`src/rtl/pwm_breathe_pkg.sv`:
```
// Shared mode encoding and phase helper for the multi-channel breathing PWM.
package pwm_breathe_pkg;

  typedef enum logic [1:0] {
    PWM_MODE_OFF     = 2'd0,
    PWM_MODE_ON      = 2'd1,
    PWM_MODE_BREATHE = 2'd2,
    PWM_MODE_FIXED   = 2'd3
  } pwm_mode_e;

  // Evenly spaced starting point of channel ch on the 2^(pwm_bits+1)-step breathing ramp.
  function automatic int unsigned phase_offset(int unsigned ch, int unsigned channels,
                                               int unsigned pwm_bits);
    return ch * ((32'd1 << (pwm_bits + 1)) / channels);
  endfunction

endpackage

```
`src/rtl/pwm_chan.sv`:
```
// One PWM output: shadowed mode/duty, staggered breathing phase and registered output.
module pwm_chan
  import pwm_breathe_pkg::*;
#(
  parameter int unsigned CHANNELS = 4,
  parameter int unsigned PWM_BITS = 7,
  parameter int unsigned CH_IDX   = 0
) (
  input  logic                clk,
  input  logic                rst_n,
  input  logic                en,
  input  logic                wrap,
  input  logic [PWM_BITS-1:0] idx,
  input  logic [PWM_BITS:0]   ramp,
  input  logic [1:0]          mode,
  input  logic [PWM_BITS-1:0] duty,
  output logic                pwm_out
);

  localparam int unsigned       PhOffInt = phase_offset(CH_IDX, CHANNELS, PWM_BITS);
  localparam logic [PWM_BITS:0] PhOff    = PhOffInt[PWM_BITS:0];

  pwm_mode_e           mode_q;
  logic [PWM_BITS-1:0] duty_q;
  logic [PWM_BITS:0]   ph;
  logic                pol;
  logic [PWM_BITS-1:0] lvl;
  logic                pwm_d;

  // Settings only take effect at a period boundary so a mid-period write never makes a runt.
  always_ff @(posedge clk or negedge rst_n) begin
    if (!rst_n) begin
      mode_q  <= PWM_MODE_OFF;
      duty_q  <= '0;
      pwm_out <= 1'b0;
    end else begin
      if (wrap || !en) begin
        mode_q <= pwm_mode_e'(mode);
        duty_q <= duty;
      end
      pwm_out <= pwm_d;
    end
  end

  always_comb begin
    ph    = ramp + PhOff;
    pol   = ph[PWM_BITS];
    lvl   = ph[PWM_BITS-1:0];
    pwm_d = 1'b0;
    if (en) begin
      unique case (mode_q)
        PWM_MODE_OFF:     pwm_d = 1'b0;
        PWM_MODE_ON:      pwm_d = 1'b1;
        PWM_MODE_BREATHE: pwm_d = pol ^ (idx > lvl);
        PWM_MODE_FIXED:   pwm_d = (idx < duty_q);
        default:          pwm_d = 1'b0;
      endcase
    end
  end

endmodule

```
`src/rtl/pwm_breathe_multi.sv`:
```
// Multi-channel breathing-LED PWM: shared prescaler, PWM index and breathing ramp
// feeding one pwm_chan per output.
module pwm_breathe_multi
  import pwm_breathe_pkg::*;
#(
  parameter int unsigned CHANNELS      = 4,
  parameter int unsigned PWM_BITS      = 7,
  parameter int unsigned PRESCALE_BITS = 8
) (
  input  logic                         clk,
  input  logic                         rst_n,
  input  logic                         en,
  input  logic [PRESCALE_BITS-1:0]     prescale,
  input  logic [2*CHANNELS-1:0]        mode,
  input  logic [PWM_BITS*CHANNELS-1:0] duty,
  output logic [CHANNELS-1:0]          pwm_out,
  output logic                         period_tick
);

  if (CHANNELS < 1 || (CHANNELS & (CHANNELS - 1)) != 0) begin : g_bad_channels
    $error("pwm_breathe_multi: CHANNELS must be a power of two");
  end

  logic [PRESCALE_BITS-1:0] pre_cnt_q, pre_cnt_d;
  logic [PWM_BITS-1:0]      idx_q, idx_d;
  logic [PWM_BITS:0]        ramp_q, ramp_d;
  logic                     tick;
  logic                     wrap;

  // >= rather than == so lowering prescale below the running count still ticks promptly.
  always_comb begin
    tick      = en && (pre_cnt_q >= prescale);
    wrap      = tick && (idx_q == {PWM_BITS{1'b1}});
    pre_cnt_d = pre_cnt_q;
    idx_d     = idx_q;
    ramp_d    = ramp_q;
    if (tick) begin
      pre_cnt_d = '0;
      idx_d     = idx_q + PWM_BITS'(1);
    end else if (en) begin
      pre_cnt_d = pre_cnt_q + PRESCALE_BITS'(1);
    end
    if (wrap) begin
      ramp_d = ramp_q + (PWM_BITS + 1)'(1);
    end
  end

  always_ff @(posedge clk or negedge rst_n) begin
    if (!rst_n) begin
      pre_cnt_q   <= '0;
      idx_q       <= '0;
      ramp_q      <= '0;
      period_tick <= 1'b0;
    end else begin
      pre_cnt_q   <= pre_cnt_d;
      idx_q       <= idx_d;
      ramp_q      <= ramp_d;
      period_tick <= wrap;
    end
  end

  for (genvar i = 0; i < CHANNELS; i++) begin : g_chan
    pwm_chan #(
      .CHANNELS(CHANNELS),
      .PWM_BITS(PWM_BITS),
      .CH_IDX  (i)
    ) u_chan (
      .clk    (clk),
      .rst_n  (rst_n),
      .en     (en),
      .wrap   (wrap),
      .idx    (idx_q),
      .ramp   (ramp_q),
      .mode   (mode[2*i +: 2]),
      .duty   (duty[PWM_BITS*i +: PWM_BITS]),
      .pwm_out(pwm_out[i])
    );
  end

endmodule
```
`config.mk`:
```
export PLATFORM = sky130hd
export DESIGN_NAME = pwm_breathe_multi
export DESIGN_NICKNAME = d
export VERILOG_FILES = /design/src/rtl/pwm_breathe_pkg.sv /design/src/rtl/pwm_chan.sv /design/src/rtl/pwm_breathe_multi.sv
export SDC_FILE = /design/constraint.sdc
export NUM_CORES = 1
export LEC_CHECK = 0
export ABC_AREA = 1
export CAP_MARGIN = 15
export CORE_AREA = 2 2 63 124
export CTS_CLUSTER_SIZE = 14
export DETAILED_ROUTE_END_ITERATION = 8
export DIE_AREA = 0 0 65 126
export PLACE_DENSITY = 0.79
export RECOVER_POWER = 50
export SYNTH_ARGS = -nofsm -noshare
export SYNTH_HDL_FRONTEND = slang
export SYNTH_SLANG_ARGS = --single-unit
```
`constraint.sdc`:
```
create_clock -name clk -period 1.91 [get_ports clk]
set_input_delay 0.382 -clock clk [delete_from_list [all_inputs] [get_ports clk]]
set_output_delay 0.382 -clock clk [all_outputs]
set_load 0.02 [all_outputs]
```
Word level (Yosys, flattened, before mapping)
Cells that the tools add are included.
{"block": "classes", "addsub": 6, "n_mul": 0, "div": 0, "magnitude_cmp": 9, "eq_ne": 13, "n_shift": 0, "muxes": 10, "bitwise_logic": 4, "reduce_logical": 9}
{"operator": "greater-than comparator 7 bit", "n": 4}
{"operator": "< comparator 7 bit", "n": 4}
{"operator": "adder 8 x 1 -> 8 bit (second input constant)", "n": 2}
{"operator": "adder 8 bit (second input constant)", "n": 2}
{"operator": "== test 2 bit (second input constant)", "n": 8}
{"operator": "2-to-1 mux 8 bit", "n": 2}
{"operator": "one-hot mux 1 bit (4 select lines)", "n": 4}
{"operator": "adder 8 x 7 -> 8 bit (second input constant)", "n": 1}
{"operator": "== test 2 x 1 -> 1 bit (second input constant)", "n": 4}
{"operator": ">= comparator 8 bit", "n": 1}
{"operator": "zero test 2 bit", "n": 4}
{"operator": "adder 7 x 1 -> 7 bit (second input constant)", "n": 1}
{"operator": "== test 7 bit (second input constant)", "n": 1}
{"operator": "2-to-1 mux 1 bit", "n": 4}
{"operator": "XOR 1 bit", "n": 4}
{"operator": "logical AND 1 bit", "n": 2}
{"operator": "nonzero test 2 bit", "n": 1}
{"operator": "zero test 1 bit", "n": 1}
{"operator": "logical OR 1 bit", "n": 1}
{"block": "word_totals", "register_bits": 64, "latchBits": 0, "mem_bits_rw": 0, "rom_bits": 0, "input_bits": 47, "out_inout_bits": 5, "elab_cells": 67, "mem_count": 0}

Depth between registers and ports, before layout
Gate-level depths: netlist (run 1).
{"block": "depth", "depth_word": 5, "mapped_depth": 13, "ltp_nobuf": 13}

Hierarchy
Synthesis (run 1) repeated with hierarchy kept, for this count alone.
{"block": "hier_totals", "hier_cells": 578, "hier_area_um2": 4639.4}
{"module": "pwm_chan at g_chan[1].u_chan ...", "n_inst": 2, "cells_each": 96, "area_per_inst_um2": 785.8, "seq_area_each_um2": 250.2}
{"module": "pwm_chan at g_chan[0].u_chan ...", "n_inst": 2, "cells_each": 96, "area_per_inst_um2": 780.7, "seq_area_each_um2": 250.2}
{"module": "pwm_breathe_multi", "n_inst": 1, "cells_each": 194, "area_per_inst_um2": 1506.4, "seq_area_each_um2": 600.6}

Least setup slack after synthesis (run 1)
Ideal clock, no wire load.
{"block": "synth_path", "kind": "input to register", "start": "input port prescale[3]", "end": "register idx_q[4]", "setup_ns": 0.118, "arrival_time_ns": 1.502, "required_time_ns": 1.792, "path_slack_ns": 0.291, "cell_stages": 12, "n_path_buf": 0, "cell_sequence": "inv_1 > ha_1 > nand2_1 > nor2_1 > nor2_1 > nand2_1 > nand2_1 > nand2_2 > nand2_1 > clkinv_1 > nand3b_1 > nand2_1"}
{"block": "synth_between", "elab_chain_len": 2}
{"item": "from (decl)", "line_no": "pwm_breathe_multi.sv:13", "source": "input logic [PRESCALE_BITS-1:0] prescale,"}
{"item": ">= comparator 8 bit", "line_no": "pwm_breathe_multi.sv:32", "source": "tick = en && (pre_cnt_q >= prescale);"}
{"item": "logical AND 1 bit", "line_no": "pwm_breathe_multi.sv:32"}
{"item": "to (signal assigned)", "line_no": "pwm_breathe_multi.sv:56", "source": "idx_q <= idx_d;"}
{"item": "to (decl)", "line_no": "pwm_breathe_multi.sv:25", "source": "logic [PWM_BITS-1:0] idx_q, idx_d;"}
No other way between the ends.
A chain may end at the register's enable or synchronous reset.

Worst setup path in the final report (run 1)
{"block": "layout_path", "start": "input port prescale[5]", "end": "register g_chan[1].u_chan.mode_q[0]"}
{"block": "layout_between", "elab_chain_len": 4}
{"item": ">= comparator 8 bit", "line_no": "pwm_breathe_multi.sv:32"}
{"item": "logical AND 1 bit", "line_no": "pwm_breathe_multi.sv:32"}
{"item": "logical AND 1 bit", "line_no": "pwm_breathe_multi.sv:33", "source": "wrap = tick && (idx_q == {PWM_BITS{1'b1}});"}
{"item": "logical OR 1 bit", "line_no": "pwm_chan.sv:37", "source": "if (wrap || !en) begin"}
{"item": "to (signal assigned)", "line_no": "pwm_chan.sv:38", "source": "mode_q <= pwm_mode_e'(mode);"}
{"item": "to (decl)", "line_no": "pwm_chan.sv:23", "source": "pwm_mode_e mode_q;"}
No other way between the ends.

==> key figures, run 1 <==
Outcome
  – Status: complete, but fails checks
  – Failing checks: max-capacitance violations, max-slew violations

Critical path
  – Worst r2r path cells: 11
  – Kind of critical path: input port to flip-flop
  – CP Launch Type: input port
  – Crit end category: flip-flop
  – Reg2reg start: pre_cnt_q[1]
  – Critical Path AT: 2.16 ns
  – CP max FO: 9
  – Reg2reg setup slack: 0.04 ns
  – R2R Path End: g_chan[1].u_chan.mode_q[0]
  – Critical Path RT: 2.18 ns

Power and ir drop
  – Peak supply drop: 0.000638 V
  – Cell Pwr Density: 836 nW/um^2
  – Power Total: 0.00437 W
  – Lkg Pwr: 2.72 nW

Finish
  – Footprint of the multi-input gates: 2210 sq um
  – Layout cell share with drive strength beyond 1: 15.9%
  – ANT cells: 0
  – Storage cell area: 1610 sq um
  – FILL cells: 529
  – Non-Filler Instances: 664
  – Area delta synth->final: 32.6%
  – Nets@finish: 658

Timing
  – Rel. slew slack: -5.13%
  – RSZ-0062 raised after global routing: true
  – Final min period: 1.89 ns
  – Final hold vios: 0
  – Worst Tran Pin Value: 1.58 ns
  – Fmax: 529 MHz
  – Skew final: 0.00513 ns
  – Slew Viols, Final: 65
  – Period utilization: 98.9%
  – Final setup fails: 0

Floorplanning
  – Die width: 65 um
  – Initial Utilization: 54.7%
  – Top Ports: 52
  – Die Y: 126 um
  – Core Region: 7210 sq um
  – Die Footprint: 8190 sq um
  – Row cnt: 44

GRT
  – First-pass GRT wire length: 14.8 mm
  – Initial antenna violation count: 0
  – Gr usage total: 23.5%
  – Largest net degree at the start of global routing: 65
  – Grt ovf: 0
  – Vias in the first global route: 3398

Detailed routing
  – Via Count: 3569
  – Antenna Nets Post-Route: 0
  – Routed Wire Length: 10.1 mm
  – # DRC: 0
  – Post-DR wirelength/cell: 15.2 um
  – Vias/cell: 5.38
  – 1st-iter DRT viols: 153
  – Drt pass-1 iters: 4

Clock network
  – Clk buf depth: 2
  – CTS Hold Bufs: 0
  – Worst-path clk slew: 0.05 ns
  – CTS H-tree lvls: 3
  – Total CTS buffers: 9
  – Clock Sinks: 64
  – Worst skew pair latency: 0.34 ns
  – Root Buffer: clkbuf_16
  – CTS tree: built

Placement
  – Hpwl dp: 6.34 mm
  – IO Port Bufs: 51
  – Routability congestion estimate from global placement: 0.874
  – Dpl cells: 638

Yosys
  – Synth Net Count: 587
  – Cell variety after synth: 33
  – Average cell area after synthesis: 7.93 sq um
  – Post-synthesis mux area share: 0%
  – Largest family of logic cells by synthesized area: simple AND/OR/NAND/NOR gates
  – Synth Area in Compound Gates: 6.89%
  – Area share of fa/ha/maj cells after synthesis: 13.6%
  – YS warnings: 0
  – Mapped Cells: 497
  – Synth Register Bits: 64
  – Register area share after synthesis: 40.6%
  – Mapped Area: 3940 sq um
  – Post-Synth XOR/XNOR Area: 2.89%
  – Post-synthesis simple-gate area fraction: 26.7%

Hold path
  – Hold wc startpoint: g_chan[1].u_chan.duty_q[4]
  – WHS Endpoint: g_chan[1].u_chan.duty_q[4]
  – Hold Crit Depth: 2
  – Hold Crit Class: flip-flop to flip-flop

Flow run
  – Max-cap violation count: 1
## worst max-delay path, cell delays in order
cell,delay (ns)
clkdlybuf4s50_1,0.45
inv_1,0.04
ha_1,0.31
a21oi_2,0.15
o21a_1,0.16
nand2_4,0.09
nand3_4,0.15
buf_6,0.19
nand3_1,0.10
nand2_1,0.12
## repair_timing
| item | in CTS | in global routing |
|---|---|---|
| gates cloned | 0 | 10 |
| hold endpoints to repair | 0 | 0 |
| pin swaps | 0 | 39 |
| resized for setup | 1 | 51 |
| buffers inserted | 0 | 1 |
| endpoints found under the setup margin | 36 | 63 |
## state kept, by name, indices dropped and copies added, names as in the netlist
register	cells
g_chan.u_chan.duty_q	28
g_chan.u_chan.mode_q	8
g_chan.u_chan.pwm_out	4
idx_q	7
period_tick	1
pre_cnt_q	8
ramp_q	8
## metal layers
| metal | track usage, % | up-vias | routed length, um |
|---|---|---|---|
| met4 | 14.8 | 0 | 569 |
| met1 | 24.5 | 1681 | 3460 |
| met2 | 42.3 | 109 | 5660 |
| met5 | 0 | - | 0 |
| met3 | 4.02 | 45 | 425 |
| li1 | - | 1734 | - |
## cells by family (layout without fill, tap and decap cells)
family,Yosys count,count (layout)
AOI/OAI and AO/OA,49,49
adders and majority gates,43,43
and+or+nand+nor,243,246
xor gates and xnor gates,13,13
DFF,64,64
buffers and inverters,85,157
## cells in the mapped netlist
cell,number,share of area [%]
a21boi_0,4,0.76
nand3b_1,1,0.19
a21oi_1,22,2.8
nor2_1,19,1.8
nand3_1,57,7.2
buf_1,3,0.29
nor3b_2,1,0.32
o21ai_1,3,0.38
nor3_1,6,0.76
a31oi_1,1,0.16
nand2_1,149,14
nand2_2,2,0.32
nand3_4,1,0.44
nand4_2,1,0.32
or2_0,1,0.16
buf_2,5,0.63
inv_2,3,0.29
xnor2_1,3,0.67
buf_6,3,0.86
and3_1,1,0.16
ha_1,43,14
o21bai_1,5,0.95
clkinv_1,1,0.095
dfrtp_1,64,41
nand4_1,1,0.16
nor2_2,2,0.32
buf_4,5,0.95
o21a_1,1,0.19
inv_1,64,6.1
nand2_4,1,0.29
clkbuf_1,1,0.095
o21ai_0,13,1.7
xor2_1,10,2.2
## area by class of cell
class | count | share of cell area [%]
multi-input cells | 351 | 42.2
repair inverters | 1 | 0.0957
inverters | 68 | 4.98
clock buffers | 12 | 4.91
clock inverters | 3 | 0.335
repair buffers | 73 | 14.5
flip-flops and latches | 64 | 30.7
well taps | 92 | 2.20
## cells in the final DEF (no fill, tap or decap), drive strengths merged
cell	n
inv	67
buf	19
xnor2	3
nand3	60
nor3b	1
dlymetal6s2s	3
nor3	6
clkinvlp	1
o21ai	16
clkinv	4
or2	1
o21bai	5
dfrtp	64
nor2	21
ha	43
o21a	1
xor2	10
and3	1
a21oi	22
nand2	153
nand3b	1
a31oi	1
clkdlybuf4s50	47
nand4	2
clkbuf	16
a21boi	4
## where the power goes
part,internal (W),switching (W)
registers,0.00152,0.000191
logic,0.000524,0.000636
clock network,0.000935,0.000559
## how the worst max path moves through the flow
stage                           start                          to  slack (ns)
after floorplan           prescale[3]                    idx_q[4]        0.29
after global placement    prescale[1]  g_chan[3].u_chan.mode_q[1]       -0.34
after detailed placement  prescale[1]  g_chan[2].u_chan.mode_q[0]       -0.42
after CTS                 prescale[1]  g_chan[2].u_chan.duty_q[1]      -0.006
after global routing      prescale[6]  g_chan[1].u_chan.mode_q[0]       -0.09
final                     prescale[5]  g_chan[1].u_chan.mode_q[0]        0.02
## stage by stage
step           area (sq um)  setup slack, ns   TNS, ns  util, %  hold WS, ns
2_1_floorplan          3940            0.291         0        -       0.0864
5_1_grt                5230          -0.0863     -2.12     72.5        0.519
6_report               5230           0.0206         0     72.5        0.504
3_5_place_dp           4590           -0.421    -19.69     63.6        0.418
3_3_place_gp           4590           -0.343    -16.14     63.6        0.416
4_1_cts                4870         -0.00611  -0.00834     67.6       0.0664
No activity file was read; power rests on OpenSTA's default activity.
==> inputs of run 2 (changes only) <==
- CAP_MARGIN: 15 -> not set
- CORE_AREA: 2 2 63 124 -> 2 2 66 131
- DIE_AREA: 0 0 65 126 -> 0 0 68 133
- PLACE_DENSITY: 0.79 -> 0.73
- clock period: 1.91 -> 1.6 ns (I/O delays scaled with it)
==> key figures, run 2 (synthesis gave the netlist of run 1 again) <==
Clock network
  – CTS tree: built
  – Clk buf depth: 2 (unchanged)
  – Total CTS buffers: 9 (unchanged)
  – Root Buffer: clkbuf_16
  – CTS H-tree lvls: 3 (unchanged)
  – Worst skew pair latency: 0.34 ns (about the same)
  – Worst-path clk slew: 0.06 ns (about the same)
  – Clock Sinks: 64 (unchanged)

GRT
  – Gr usage total: 22.0% (-1.6 points)
  – First-pass GRT wire length: 15.1 mm (+2.1%)
  – Largest net degree at the start of global routing: 35 (-46%)
  – Vias in the first global route: 3407 (+0.26%)
  – Grt ovf: 0 (unchanged)
  – Initial antenna violation count: 0 (unchanged)

Finish
  – Final Util: 73.1% (+0.61 points)
  – Area delta synth->final: 50.5%
  – Commonest non-fill, non-tap cell in the layout: nand2_1
  – Nets@finish: 689 (+4.7%)
  – Most frequent cells in the layout: nand2_1, dfrtp_1, inv_1, nand3_1, clkdlybuf4s50_1
  – Layout cell share with drive strength beyond 1: 29.6% (+14 points)
  – Top reg by flops: g_chan.u_chan.duty_q
  – ANT cells: 0 (unchanged)
  – Max reg flops: 28 (unchanged)
  – Non-Filler Instances: 700 (+5.4%)

Critical path
  – CP Launch Type: flip-flop
  – Reg2reg start: pre_cnt_q[3]
  – Slowest Stage Delay on Critical Path: 0.41 ns (-0.04 ns)
  – Critical Path AT: 2.12 ns (-0.04 ns)
  – CP top delay family: simple AND/OR/NAND/NOR gates
  – Crit end category: flip-flop
  – CP max FO: 17 (+8)
  – Critical path's most frequent cell: nand2_1
  – Crit-path slowest cell: dfrtp_1
  – Kind of critical path: flip-flop to flip-flop
  – Worst path cell trace: ha_4, nand2_2, nor2_1, nor2_1, nand2_1, nand2_1, nand2_2, nand3_4, nand2_8, clkbuf_16, nand2_1, nand2_1
  – WP buf/inv: 1 (-2)
  – CP startpoint: pre_cnt_q[3]
  – Critical Path RT: 1.87 ns (-0.31 ns)

Timing
  – Slew Viols, Final: 0 (-100%)
  – Final min period: 1.84 ns
  – RSZ-0062 raised after global routing: true
  – Worst Tran Pin Value: 0.539 ns (-1.04 ns)
  – Final setup fails: 64 (+64)
  – Final hold vios: 0 (unchanged)
  – Rel. slew slack: 64.1% (+69 points)
  – Fmax: 543 MHz
  – Skew final: 0.00810 ns (+0.00297 ns)
  – Period utilization: 115%
  – Worst setup margin: -0.241 ns (-0.262 ns)

Hold path
  – Hold Crit Class: input port to async pin

Detailed routing
  – # DRC: 0 (unchanged)
  – Vias/cell: 5.30 (-1.4%)
  – Post-DR wirelength/cell: 16.0 um (+5.0%)
  – Antenna Nets Post-Route: 0 (unchanged)
  – Routed Wire Length: 11.2 mm (+11%)
  – Drt pass-1 iters: 5 (+1)
  – Via Count: 3708 (+3.9%)
  – 1st-iter DRT viols: 202 (+32%)

Floorplanning
  – Initial Utilization: 48.6% (-6.1 points)
  – Top Ports: 52 (unchanged)
  – Die Y: 133 um (+5.6%)
  – Core Region: 8120 sq um (+13%)
  – Die Footprint: 9040 sq um (+10%)
  – Die width: 68 um (+4.6%)
  – Row cnt: 47 (+6.8%)

Power and ir drop
  – Peak supply drop: 0.000598 V (-6.2%)
  – Power Total: 0.00595 W (+36%)
  – Cell Pwr Density: 1000 nW/um^2 (+20%)
  – Lkg Pwr: 3.00 nW (+10%)

Placement
  – Hpwl dp: 6.53 mm (+3.0%)
  – Pre-CTS setup slack: -0.701 ns (-0.280 ns)
  – Dpl cells: 674 (+5.6%)
  – Routability congestion estimate from global placement: 0.958 (+9.6%)
  – IO Port Bufs: 51 (unchanged)

Flow run
  – Max-cap violation count: 0 (-1)

Outcome
  – Failing checks: negative setup slack
  – Status: complete, but fails checks
## run 2: through the flow
step	setup TNS [ns]	hold slack [ns]	cell area (sq um)
after floorplan	-0.0142	0.0244	3940
after detailed placement	-32.20	0.305	4870
after CTS	-5.48	0.498	5320
after global placement	-30.47	0.296	4870
final	-10.36	0.487	5930
after global routing	-15.94	0.530	5930
## run 2: repair_timing
item / 4_1_cts / 5_1_grt
endpoints found under the setup margin: 64 / 67
pin swaps: 13 / 37
hold buffers: 1 / 0
setup buffers: 2 / 8
cloned: 1 / 2
endpoints found under the hold margin: 17 / 0
gates resized for setup: 41 / 120
## run 2: worst paths after layout
check / end / cells after the start / slack (ns)
setup / recovery: g_chan[1].u_chan.mode_q[0] / 12 / -0.24
hold / removal: ramp_q[0] / 2 / 0.49
setup reg to reg: g_chan[1].u_chan.mode_q[0] / 12 / -0.24
hold reg to reg: g_chan[2].u_chan.duty_q[1] / 2 / 0.51
max in group asynchronous: g_chan[3].u_chan.duty_q[2] / 3 / 0.21
min in group clk: g_chan[2].u_chan.duty_q[1] / 2 / 0.51
## run 2: layout make-up
class                   instances  area [sq um]
multi-input cells             348          2530
flip-flops and latches         64          1610
fillers                       564          2180
repair buffers                107          1100
well taps                      98           123
repair inverters                1          16.3
inverters                      68           280
clock buffers                  14           274
## run 2: power breakdown
part,switching (W),internal [W]
Combinational,0.00110,0.00104
Clock,0.000677,0.00116
Sequential,0.000161,0.00182
## run 2: metal layers
metal | track usage, % | up-vias | wire length, um
met5 | 0 | - | 0
met4 | 11.1 | 0 | 391
met3 | 3.57 | 33 | 457
met2 | 35.7 | 121 | 5940
met1 | 27.2 | 1765 | 4410
li1 | - | 1789 | -
## run 2: worst reg2reg max path: stages (launching register included)
cell and delay, ns:
dfrtp_1 0.41, ha_4 0.29, nand2_2 0.05, nor2_1 0.12, nor2_1 0.06, nand2_1 0.07, nand2_1 0.06, nand2_2 0.10
nand3_4 0.16, nand2_8 0.14, clkbuf_16 0.18, nand2_1 0.07, nand2_1 0.06
